==> src/rtl/seq_pkg.sv <==
`default_nettype none
// +----------------------------------------------------------------------------+
// | Module   : seq_pkg                                                         |
// | Desc     : Shared framing definitions for seq_tx and the receive blocks.   |
// | Revision : 1.0  initial release                                            |
// +----------------------------------------------------------------------------+
package seq_pkg;

  typedef logic [2:0] state_t;

  localparam state_t ST_IDLE = 3'd0;
  localparam state_t ST_PRE  = 3'd1;
  localparam state_t ST_DATA = 3'd2;
  localparam state_t ST_PAR  = 3'd3;
  localparam state_t ST_GAP  = 3'd4;

  localparam logic [3:0] PREAMBLE = 4'b1011;
  localparam int         PRE_LEN  = 4;

  function automatic int max3(input int a, input int b, input int c);
    int m;
    m = (a > b) ? a : b;
    return (m > c) ? m : c;
  endfunction

endpackage
`default_nettype wire

==> src/rtl/seq_tx.sv <==
`default_nettype none
// +----------------------------------------------------------------------------+
// | Module   : seq_tx                                                          |
// | Desc     : Serial frame transmitter: preamble, MSB-first payload, optional |
// |            even parity (SEQ_TX_PARITY_EN), trailing zero gap.              |
// | Revision : 1.0  initial release                                            |
// +----------------------------------------------------------------------------+
module seq_tx
  import seq_pkg::*;
#(
  parameter int DATA_W  = 8,
  parameter int GAP_LEN = 1
) (
  input  logic              clk,
  input  logic              rst,
  input  logic              in_valid,
  input  logic [DATA_W-1:0] in_data,
  output logic              in_ready,
  output logic              out,
  output logic              busy,
  output logic              frame_done
);

  // Counter holds the largest per-state index, max(DATA_W, GAP_LEN, 4) - 1.
  localparam int                 c_cnt_w     = $clog2(max3(DATA_W, GAP_LEN, PRE_LEN));
  localparam logic [c_cnt_w-1:0] c_pre_last  = c_cnt_w'(PRE_LEN - 1);
  localparam logic [c_cnt_w-1:0] c_data_last = c_cnt_w'(DATA_W - 1);
  localparam logic [c_cnt_w-1:0] c_gap_last  = c_cnt_w'(GAP_LEN - 1);
  localparam logic [1:0]         c_pre_top   = 2'(PRE_LEN - 1);

  state_t              r_state;
  state_t              w_state_nxt;
  logic [c_cnt_w-1:0]  r_cnt;
  logic [c_cnt_w-1:0]  w_cnt_nxt;
  logic [DATA_W-1:0]   r_shift;
  logic [DATA_W-1:0]   w_shift_nxt;
  logic                r_out;
  logic                w_out_nxt;
  logic                w_hs;
`ifdef SEQ_TX_PARITY_EN
  logic                r_parity;
`endif

  assign in_ready   = (r_state == ST_IDLE);
  assign busy       = (r_state != ST_IDLE);
  assign frame_done = (r_state == ST_GAP) && (r_cnt == c_gap_last);
  assign out        = r_out;
  assign w_hs       = in_valid && in_ready;

  always_comb begin
    w_state_nxt = r_state;
    w_cnt_nxt   = r_cnt + c_cnt_w'(1);
    w_shift_nxt = r_shift;
    case (r_state)
      ST_IDLE: begin
        w_cnt_nxt = '0;
        if (w_hs) begin
          w_state_nxt = ST_PRE;
          w_shift_nxt = in_data;
        end
      end
      ST_PRE: begin
        if (r_cnt == c_pre_last) begin
          w_state_nxt = ST_DATA;
          w_cnt_nxt   = '0;
        end
      end
      ST_DATA: begin
        w_shift_nxt = r_shift << 1;
        if (r_cnt == c_data_last) begin
`ifdef SEQ_TX_PARITY_EN
          w_state_nxt = ST_PAR;
`else
          w_state_nxt = ST_GAP;
`endif
          w_cnt_nxt   = '0;
        end
      end
`ifdef SEQ_TX_PARITY_EN
      ST_PAR: begin
        w_state_nxt = ST_GAP;
        w_cnt_nxt   = '0;
      end
`endif
      ST_GAP: begin
        if (r_cnt == c_gap_last) begin
          w_state_nxt = ST_IDLE;
          w_cnt_nxt   = '0;
        end
      end
      default: begin
        w_state_nxt = ST_IDLE;
        w_cnt_nxt   = '0;
      end
    endcase
  end

  // The output bit is chosen from the state being entered so that out is a
  // plain register aligned with the state it belongs to.
  always_comb begin
    w_out_nxt = 1'b0;
    case (w_state_nxt)
      ST_PRE:  w_out_nxt = PREAMBLE[c_pre_top - w_cnt_nxt[1:0]];
      ST_DATA: w_out_nxt = w_shift_nxt[DATA_W-1];
`ifdef SEQ_TX_PARITY_EN
      ST_PAR:  w_out_nxt = r_parity;
`endif
      default: w_out_nxt = 1'b0;
    endcase
  end

  always_ff @(posedge clk) begin
    if (rst) begin
      r_state <= ST_IDLE;
      r_cnt   <= '0;
      r_shift <= '0;
      r_out   <= 1'b0;
    end else begin
      r_state <= w_state_nxt;
      r_cnt   <= w_cnt_nxt;
      r_shift <= w_shift_nxt;
      r_out   <= w_out_nxt;
    end
  end

`ifdef SEQ_TX_PARITY_EN
  always_ff @(posedge clk) begin
    if (rst) begin
      r_parity <= 1'b0;
    end else if (w_hs) begin
      r_parity <= ^in_data;
    end
  end
`endif

endmodule
`default_nettype wire
==> config.mk <==
export PLATFORM = sky130hd
export DESIGN_NAME = seq_tx
export DESIGN_NICKNAME = d
export VERILOG_FILES = /design/src/rtl/seq_pkg.sv /design/src/rtl/seq_tx.sv
export SDC_FILE = /design/constraint.sdc
export NUM_CORES = 1
export LEC_CHECK = 0
export CORE_UTILIZATION = 40
export DETAILED_ROUTE_END_ITERATION = 10
export GPL_TIMING_DRIVEN = 0
export HOLD_SLACK_MARGIN = 0.02
export PLACE_DENSITY = 0.63
export SLEW_MARGIN = 20
export SYNTH_ARGS = -nofsm -noshare
export SYNTH_HDL_FRONTEND = slang
export SYNTH_SLANG_ARGS = --single-unit
export TNS_END_PERCENT = 5
==> constraint.sdc <==
create_clock -name clk -period 2.01 [get_ports clk]
set_input_delay 0.5025 -clock clk [delete_from_list [all_inputs] [get_ports clk]]
set_output_delay 0.5025 -clock clk [all_outputs]
set_load 0.01 [all_outputs]
==> results.sh, run 1 <==
export IMPL_synth_ff_type="dfxtp_1"
export IMPL_syn_area_per_cell_um2=8.733
export IMPL_core_area_um2=1982
export IMPL_cts_max_level=1
export IMPL_diodes=0
export IMPL_cp_arrival_ns=1.35
export IMPL_grt_pass1_wl_mm=2.711
export IMPL_r2r_start="r_cnt[0]"
export IMPL_r2r_end="out"
export IMPL_min_delay_path_depth=2
export IMPL_hold_viol=0
export IMPL_dieWidth_um=48.26
export IMPL_fin_nets=133
export IMPL_synth_area_top_cells="dfxtp_1, ha_1, nand3_1"
export IMPL_synth_top_area_frac=0.3509
export IMPL_fillCellCount=199
export IMPL_finalCritPeriodShare=0.9197
export IMPL_ys_ff_latch=15
export IMPL_netlist_top_cells_count="dfxtp_1, nand3_1, a21oi_1"
export IMPL_drc=0
export IMPL_firstDrtPassIters=4
export IMPL_post_place_ws_ns=-0.08743
export IMPL_hp_class="register to register"
export IMPL_setup_slack_ns=0.1615
export IMPL_leakage_nw=0.4333
export IMPL_cts_root_buf="clkbuf_4"
export IMPL_cts_buffers=3
export IMPL_grt_overflow=0
export IMPL_yosys_area_top_type="dfxtp_1"
export IMPL_dp_hpwl_mm=1.218
export IMPL_rsz0062_at_grt="false"
export IMPL_critical_path_class="register to output pin"
export IMPL_antenna_found_initial=0
export IMPL_routed_via_count=757
export IMPL_grt_max_degree=11
export IMPL_synth_warnings=0
export IMPL_slew_headroom=0.6795
export IMPL_placed_area_um2=1030
export IMPL_synth_edf_count=0
export IMPL_drive_gt1_frac=0.1466
export IMPL_synthesis_area_um2=855.8
export IMPL_vias_per_cell=5.294
export IMPL_place_gp_congestion=0.8116
export IMPL_drt_wirelength_per_cell_um=11.82
export IMPL_cts_setup_buffers=0
export IMPL_clock_fmax_mhz=541.0
export IMPL_crit_path_max_fanout=10
export IMPL_ff2ff_setup_slack_ns=0.52
export IMPL_min_to="r_shift[3]"
export IMPL_drtIter0Drc=23
export IMPL_status="finished clean"
export IMPL_clkTransAtPathRegs_ns=0.09
export IMPL_critPathLaunchType="register"
export IMPL_io_buffers=14
export IMPL_cts_sinks=15
export IMPL_dieArea_um2=2329
export IMPL_hold_start="r_shift[3]"
export IMPL_peakVddDrop_v=0.0003444
export IMPL_clk_path_buf_depth=2
export IMPL_pin_count=15
export IMPL_grt_pass1_vias=614
export IMPL_fp_row_count=16
export IMPL_fin_skew_ns=0.006801
export IMPL_clk_insertion_delay_late_ns=0.28
export IMPL_crit_path_end_kind="output pin"
export IMPL_total_power_mw=0.6006
export IMPL_setup_viol=0
export IMPL_max_cap_violations=0
export IMPL_start_util=0.4318
export IMPL_synthesis_nets=114
export IMPL_ant_nets=0
export IMPL_worst_slew_pin_slew_ns=0.4787
export IMPL_crit_required_ns=1.51
export IMPL_drv_slew=0
export IMPL_synthArstFlopShare=0
export IMPL_die_h_um=48.26
export IMPL_worstRegToRegCells=5
export IMPL_design_area_um2=1061
export IMPL_ys_types=34
export IMPL_syn2layout_area_growth_pct=23.98
export IMPL_ys_seq_area_frac=0.3509
export IMPL_period_minus_slack_ns=1.849
export IMPL_yosysMostFrequentCell="dfxtp_1"
export IMPL_p_per_area_nw_per_um2=566.1
export IMPL_grtUsageTotal=0.1707
export IMPL_hold_ws_ns=0.4690
export IMPL_wirelength_mm=1.690
export IMPL_synthCells=98
export IMPL_cts_tree="yes"
## flip-flops by register name (all words and copies together), names as in the netlist
register,count
r_shift,8
r_cnt,3
r_state,3
out,1
## critical path, stage by stage (launching register included)
cell	delay, ns
dfxtp_1	0.31
buf_6	0.14
buf_6	0.14
nor2_2	0.09
nand2_1	0.07
inv_1	0.04
dlygate4sd2_1	0.25
## cell type report
| cell class | instances | area (um2) | share of cell area |
|---|---|---|---|
| Buffer | 7 | 53.80 | 0.05071 |
| Clock buffer | 4 | 26.28 | 0.02476 |
| Inverter | 9 | 33.78 | 0.03184 |
| Multi-Input combinational cell | 67 | 476.7 | 0.4493 |
| Sequential cell | 15 | 304.0 | 0.2866 |
| Tap cell | 27 | 33.78 | 0.03184 |
| Timing Repair Buffer | 14 | 132.6 | 0.1250 |
## how the worst max path moves through the flow
stage                          start          to  slack [ns]  depth (start not counted)
after floorplan           r_state[2]  frame_done        0.40                          3
after global placement    r_state[2]  frame_done       -0.07                          4
after detailed placement  r_state[2]  frame_done       -0.09                          4
after CTS                 r_state[2]  frame_done        0.05                          4
after global routing      r_state[2]  frame_done        0.04                          4
final                     r_state[0]    in_ready        0.16                          6
## power breakdown
group	total, mW	internal (mW)	switching, mW
Clock	0.169	0.0771	0.0917
Sequential	0.318	0.311	0.00728
Combinational	0.113	0.0626	0.0508
Total	0.601	0.451	0.150
## placed cells by master (no fill, tap or decap), types with 2 or more instances in the layout
| cell | n |
|---|---|
| nand2_1 | 2 |
| nor3_1 | 4 |
| a21oi_1 | 8 |
| and3b_1 | 2 |
| o21ai_0 | 3 |
| inv_2 | 2 |
| clkbuf_4 | 3 |
| clkdlybuf4s50_1 | 11 |
| a22oi_1 | 6 |
| nor3b_2 | 2 |
| dfxtp_1 | 14 |
| nor3b_1 | 2 |
| buf_6 | 3 |
| nor2_1 | 5 |
| dlygate4sd2_1 | 2 |
| clkbuf_1 | 3 |
| nand3_1 | 10 |
| ha_1 | 5 |
| nor2b_1 | 2 |
| inv_1 | 7 |
## cells by family (layout without fill, tap and decap cells)
group,after synthesis,in the layout,share of synthesized area
compound gates,25,25,0.1930
xor+xnor,1,1,0.01024
flops,15,15,0.3509
fa+ha+maj,5,5,0.07310
simple gates,36,36,0.2778
buf+inv,16,34,0.09504
## through the flow
stage | instances | setup TNS, ns | utilization
2_1_floorplan | 98 | 0 | -
3_3_place_gp | 139 | -0.06631 | 0.5196
3_5_place_dp | 139 | -0.08743 | 0.5196
4_1_cts | 143 | 0 | 0.5372
5_1_grt | 143 | 0 | 0.5354
6_report | 143 | 0 | 0.5354
## metal layers
layer / GRT usage / routed length (um) / up-vias
met5: 0 / 0 / -
met4: 0.06667 / 14 / 0
met3: 0.06667 / 93 / 2
met2: 0.2267 / 692 / 18
met1: 0.2438 / 889 / 343
li1: - / - / 394
## timing repair
item	CTS	global route
endpoints found under the setup margin	3	1
gates cloned	0	0
hold buffers	0	0
resized for setup	8	3
Power figures use the tool's default switching activity.
==> inputs of run 2 (changes only) <==
--- a/config.mk
+++ b/config.mk
@@ -5,6 +5,7 @@
 export SDC_FILE = /design/constraint.sdc
 export NUM_CORES = 1
 export LEC_CHECK = 0
+export CAP_MARGIN = 20
 export CORE_UTILIZATION = 40
 export DETAILED_ROUTE_END_ITERATION = 10
 export GPL_TIMING_DRIVEN = 0
==> constraint.sdc (replaced) <==
create_clock -name clk -period 2.1 [get_ports clk]
set_input_delay 0.525 -clock clk [delete_from_list [all_inputs] [get_ports clk]]
set_output_delay 0.525 -clock clk [all_outputs]
set_load 0.01 [all_outputs]
==> run 2 against run 1 <==
  * Die area stayed put
  * First-iteration DRC count stayed put
  * Global-route usage stayed put
  * Cell count stayed put
  * Clock power is 4% lower
  * Register-to-register slack better by 0.09 ns
  * Final area is 0.47% higher
  * Flip-flop and latch count stayed put
  * Sequential share of layout area is 0.13 points lower
  * Setup slack worse by 0.016 ns
  * Hold slack stayed put
==> results.sh, run 2 (synthesis results as in run 1) <==
export IMPL_status="finished clean"
export IMPL_core_area_um2=1982
export IMPL_clk_insertion_delay_late_ns=0.28
export IMPL_die_h_um=48.26
export IMPL_worstRegToRegCells=5
export IMPL_grt_pass1_wl_mm=2.711
export IMPL_syn2layout_area_growth_pct=24.56
export IMPL_clkTransAtPathRegs_ns=0.09
export IMPL_post_place_ws_ns=-0.01993
export IMPL_cts_max_level=1
export IMPL_design_area_um2=1066
export IMPL_worst_slew_pin_slew_ns=0.4787
export IMPL_period_minus_slack_ns=1.955
export IMPL_ff2ff_setup_slack_ns=0.61
export IMPL_rsz0062_at_grt="false"
export IMPL_crit_required_ns=1.57
export IMPL_drc=0
export IMPL_largest_register_ffs=8
export IMPL_leakage_nw=0.4332
export IMPL_fin_util=0.5379
export IMPL_critPathLaunchType="register"
export IMPL_placed_area_um2=1030
export IMPL_io_buffers=14
export IMPL_cts_root_buf="clkbuf_4"
export IMPL_total_power_mw=0.5749
export IMPL_ant_nets=0
export IMPL_start_util=0.4318
export IMPL_vias_per_cell=5.322
export IMPL_cts_sinks=15
export IMPL_cts_tree="yes"
export IMPL_grt_max_degree=11
export IMPL_max_cap_violations=0
export IMPL_drv_slew=0
export IMPL_clk_path_buf_depth=2
export IMPL_startpoint="r_state[2]"
export IMPL_regMostFlops="r_shift"
export IMPL_r2r_start="r_cnt[0]"
export IMPL_postCtsHoldBufs=0
export IMPL_crit_path_end_kind="output pin"
export IMPL_dp_hpwl_mm=1.218
export IMPL_fp_row_count=16
export IMPL_drtIter0Drc=23
export IMPL_diodes=0
export IMPL_slew_headroom=0.6794
export IMPL_crit_path_max_fanout=10
export IMPL_setup_viol=0
export IMPL_hp_class="register to register"
export IMPL_min_delay_path_depth=2
export IMPL_setup_slack_ns=0.1451
export IMPL_dieArea_um2=2329
export IMPL_hold_ws_ns=0.4690
export IMPL_fin_skew_ns=0.006801
export IMPL_critical_path_class="register to output pin"
export IMPL_cts_buffers=3
export IMPL_p_per_area_nw_per_um2=539.3
export IMPL_finalCritPeriodShare=0.9309
export IMPL_slowest_delay_ns=0.40
export IMPL_layout_commonest_cell="dfxtp_1"
export IMPL_r2r_end="out"
export IMPL_fin_nets=133
export IMPL_grt_overflow=0
export IMPL_slowest_stage="dfxtp_4"
export IMPL_antenna_found_initial=0
export IMPL_grt_pass1_vias=614
export IMPL_clock_fmax_mhz=511.5
export IMPL_place_gp_congestion=0.8116
export IMPL_pin_count=15
export IMPL_hold_start="r_shift[3]"
export IMPL_wirelength_mm=1.691
export IMPL_dieWidth_um=48.26
export IMPL_largest_registers="r_shift x8, r_cnt x3, r_state x3"
export IMPL_path_delay_family="buffers and inverters"
export IMPL_firstDrtPassIters=4
export IMPL_fillCellCount=198
export IMPL_path_buf_inv=3
export IMPL_final_cell_mix="dfxtp_1, clkdlybuf4s50_1, nand3_1, a21oi_1, inv_1"
export IMPL_cp_arrival_ns=1.43
export IMPL_drive_gt1_frac=0.1379
export IMPL_hold_viol=0
export IMPL_drt_wirelength_per_cell_um=11.83
export IMPL_grtUsageTotal=0.1707
export IMPL_peakVddDrop_v=0.0003296
export IMPL_worstPathCellList="buf_4 -> inv_2 -> nor4_1 -> clkdlybuf4s15_1"
export IMPL_min_to="r_shift[3]"
export IMPL_routed_via_count=761
-- run 2: cell count changes in the layout (fill, tap and decap cells not counted) --
cell,change
clkbuf_2,-1
clkdlybuf4s15_1,+1
-- run 2: where the power goes --
part           leakage [nW]  internal (mW)  switching (mW)
Combinational         0.295         0.0599          0.0486
Clock                0.0150         0.0738          0.0878
Sequential            0.124          0.298         0.00696
Total                 0.433          0.432           0.143
-- run 2: worst reg2reg max path, cell delays in order, from the launching register on --
cell and delay, ns:
dfxtp_1 0.34, ha_1 0.25, ha_1 0.22, nor3b_2 0.23, o21ai_0 0.16, o32ai_1 0.22
-- run 2: through the flow --
step | TNS (ns) | instances
finish | 0 | 143
global route | 0 | 143
CTS | 0 | 143
detailed placement | -0.01993 | 139
global placement | 0 | 139
floorplan | 0 | 98
-- run 2: worst max-delay path by stage --
| stage | to | slack, ns | cells past startpoint |
|---|---|---|---|
| final | frame_done | 0.15 | 4 |
| after global placement | frame_done | 0.001 | 4 |
| after global routing | frame_done | 0.008 | 4 |
| after floorplan | frame_done | 0.47 | 3 |
| after detailed placement | frame_done | -0.02 | 4 |
| after CTS | frame_done | 0.12 | 4 |
-- run 2: layer usage --
layer | global-route usage | share of wire
met1 | 0.2438 | 0.52
met2 | 0.2267 | 0.41
met3 | 0.06667 | 0.055
met4 | 0.06667 | 0.0083
met5 | 0 | 0
-- run 2: final cells by class --
cell class | count | area, um2 | share of cell area
clock buffer | 4 | 26.28 | 0.02465
tap | 27 | 33.78 | 0.03169
inverter | 9 | 33.78 | 0.03169
sequential | 15 | 304.0 | 0.2852
multi-input combinational | 67 | 476.7 | 0.4472
timing repair buffer | 14 | 137.6 | 0.1291
buffer | 7 | 53.80 | 0.05047
-- run 2: what timing repair did --
| action | in CTS | in global routing |
|---|---|---|
| gates resized for setup | 8 | 1 |
| hold endpoints to repair | 0 | 0 |
| pin swaps | 0 | 0 |
| setup buffers | 0 | 0 |
| setup endpoints to repair | 3 | 1 |
==> inputs of run 3 (changes only) <==
--- a/config.mk
+++ b/config.mk
@@ -6,11 +6,11 @@
 export NUM_CORES = 1
 export LEC_CHECK = 0
 export CAP_MARGIN = 20
-export CORE_UTILIZATION = 40
+export CORE_UTILIZATION = 35
 export DETAILED_ROUTE_END_ITERATION = 10
 export GPL_TIMING_DRIVEN = 0
 export HOLD_SLACK_MARGIN = 0.02
-export PLACE_DENSITY = 0.63
+export PLACE_DENSITY = 0.57
 export SLEW_MARGIN = 20
 export SYNTH_ARGS = -nofsm -noshare
 export SYNTH_HDL_FRONTEND = slang
==> run 3 against run 2 <==
  * Sequential power barely moved
  * Largest power group unchanged
  * Largest cell class unchanged
  * Final area rose by 0.82%
  * Maximum frequency fell by 1.1%
==> results.sh, run 3 (synthesis results as in run 1) <==
export IMPL_status="finished clean"
export IMPL_syn2layout_area_growth_pct=25.58
export IMPL_die_h_um=51.45
export IMPL_setup_slack_ns=0.1227
export IMPL_crit_path_max_fanout=10
export IMPL_rsz0062_at_grt="false"
export IMPL_critPathLaunchType="register"
export IMPL_start_util=0.3796
export IMPL_layout_commonest_cell="dfxtp_1"
export IMPL_cts_buffers=3
export IMPL_busiest_layer="met2"
export IMPL_crit_path_end_kind="output pin"
export IMPL_pin_count=15
export IMPL_fin_skew_ns=0.009444
export IMPL_firstDrtPassIters=4
export IMPL_dieArea_um2=2647
export IMPL_core_area_um2=2255
export IMPL_drt_wirelength_per_cell_um=12.73
export IMPL_vias_per_cell=5.417
export IMPL_drv_slew=0
export IMPL_cts_max_level=1
export IMPL_io_buffers=14
export IMPL_fin_nets=133
export IMPL_dp_hpwl_mm=1.303
export IMPL_post_place_ws_ns=-0.07690
export IMPL_place_gp_congestion=0.7218
export IMPL_grt_overflow=0
export IMPL_cts_setup_buffers=0
export IMPL_hp_class="register to register"
export IMPL_worst_slew_pin_slew_ns=0.4973
export IMPL_fp_row_count=17
export IMPL_fillCellCount=246
export IMPL_critical_path_class="register to output pin"
export IMPL_grt_max_degree=11
export IMPL_peakVddDrop_v=0.0003639
export IMPL_grt_pass1_vias=715
export IMPL_drive_gt1_frac=0.1552
export IMPL_period_minus_slack_ns=1.977
export IMPL_leakage_nw=0.4369
export IMPL_p_per_area_nw_per_um2=545.8
export IMPL_drc=0
export IMPL_layout_cells_non_filler=144
export IMPL_slew_headroom=0.6670
export IMPL_drtIter0Drc=15
export IMPL_largest_register_ffs=8
export IMPL_dieWidth_um=51.45
export IMPL_clkTransAtPathRegs_ns=0.10
export IMPL_routed_via_count=780
export IMPL_met2_usage=0.2446
export IMPL_use_met3=0.03571
export IMPL_clk_insertion_delay_late_ns=0.29
export IMPL_dp_cells=140
export IMPL_cts_tree="yes"
export IMPL_setup_viol=0
export IMPL_largest_registers="r_shift x8, r_cnt x3, r_state x3"
export IMPL_crit_required_ns=1.57
export IMPL_cp_arrival_ns=1.45
export IMPL_max_cap_violations=0
export IMPL_hold_viol=0
export IMPL_cts_root_buf="clkbuf_4"
export IMPL_ant_nets=0
export IMPL_clk_path_buf_depth=2
export IMPL_diodes=0
export IMPL_finalCritPeriodShare=0.9416
export IMPL_use_met1=0.2172
export IMPL_antenna_found_initial=0
export IMPL_fin_util=0.4767
export IMPL_regMostFlops="r_shift"
export IMPL_clock_fmax_mhz=505.7
export IMPL_total_power_mw=0.5866
export IMPL_wirelength_mm=1.833
export IMPL_grt_pass1_wl_mm=3.125
export IMPL_ff2ff_setup_slack_ns=0.58
export IMPL_fin_setup_tns_ns=0
export IMPL_final_cell_mix="dfxtp_1, clkdlybuf4s50_1, nand3_1, a21oi_1, inv_1"
export IMPL_grtUsageTotal=0.1612
export IMPL_cts_sinks=15
==> run 3: final timing paths <==
path / start / end / cells past startpoint
setup / recovery: r_state[2] / frame_done / 4
hold / removal: r_shift[3] / r_shift[3] / 2
setup reg to reg: r_cnt[0] / out / 5
hold reg to reg: r_shift[3] / r_shift[3] / 2
==> run 3: final cells by class <==
class                      instances  area (um2)  share of cell area
clock buffer                       3       22.52             0.02095
inverter                           9       33.78             0.03143
multi-input combinational         67       483.0              0.4494
tap                               28       35.03             0.03260
clock inverter                     1       5.005            0.004657
sequential                        15       304.0              0.2829
timing repair buffer              14       137.6              0.1281
buffer                             7       53.80             0.05006
==> run 3: metal layers <==
layer | routed length [um] | up-vias | share of wire
met2 | 810 | 12 | 0.44
met1 | 935 | 374 | 0.51
met3 | 59 | 4 | 0.032
met5 | 0 | - | 0
met4 | 27 | 0 | 0.015
li1 | - | 390 | -
==> run 3: repair_timing <==
action / in CTS / in global routing
setup endpoints to repair: 3 / 1
pin swaps: 0 / 0
endpoints found under the hold margin: 0 / 0
hold buffers: 0 / 0
gates resized for setup: 8 / 2
==> run 3: critical path, cell delays in order (launching register included) <==
cell             delay, ns
dfxtp_4               0.41
buf_4                 0.19
inv_2                 0.07
nor4_2                0.22
clkdlybuf4s15_1       0.27
==> run 3: stage by stage <==
| stage | area [um2] | hold WS (ns) |
|---|---|---|
| finish | 1075 | 0.4730 |
| global placement | 1031 | 0.4548 |
| floorplan | 855.8 | 0.4476 |
| CTS | 1067 | 0.4747 |
| global route | 1075 | 0.4912 |
| detailed placement | 1031 | 0.4603 |
==> run 3: power breakdown <==
part	internal, mW	leakage [nW]	switching [mW]
clock network	0.0708	0.0177	0.101
registers	0.298	0.124	0.00708
logic	0.0600	0.296	0.0501
total	0.429	0.437	0.158
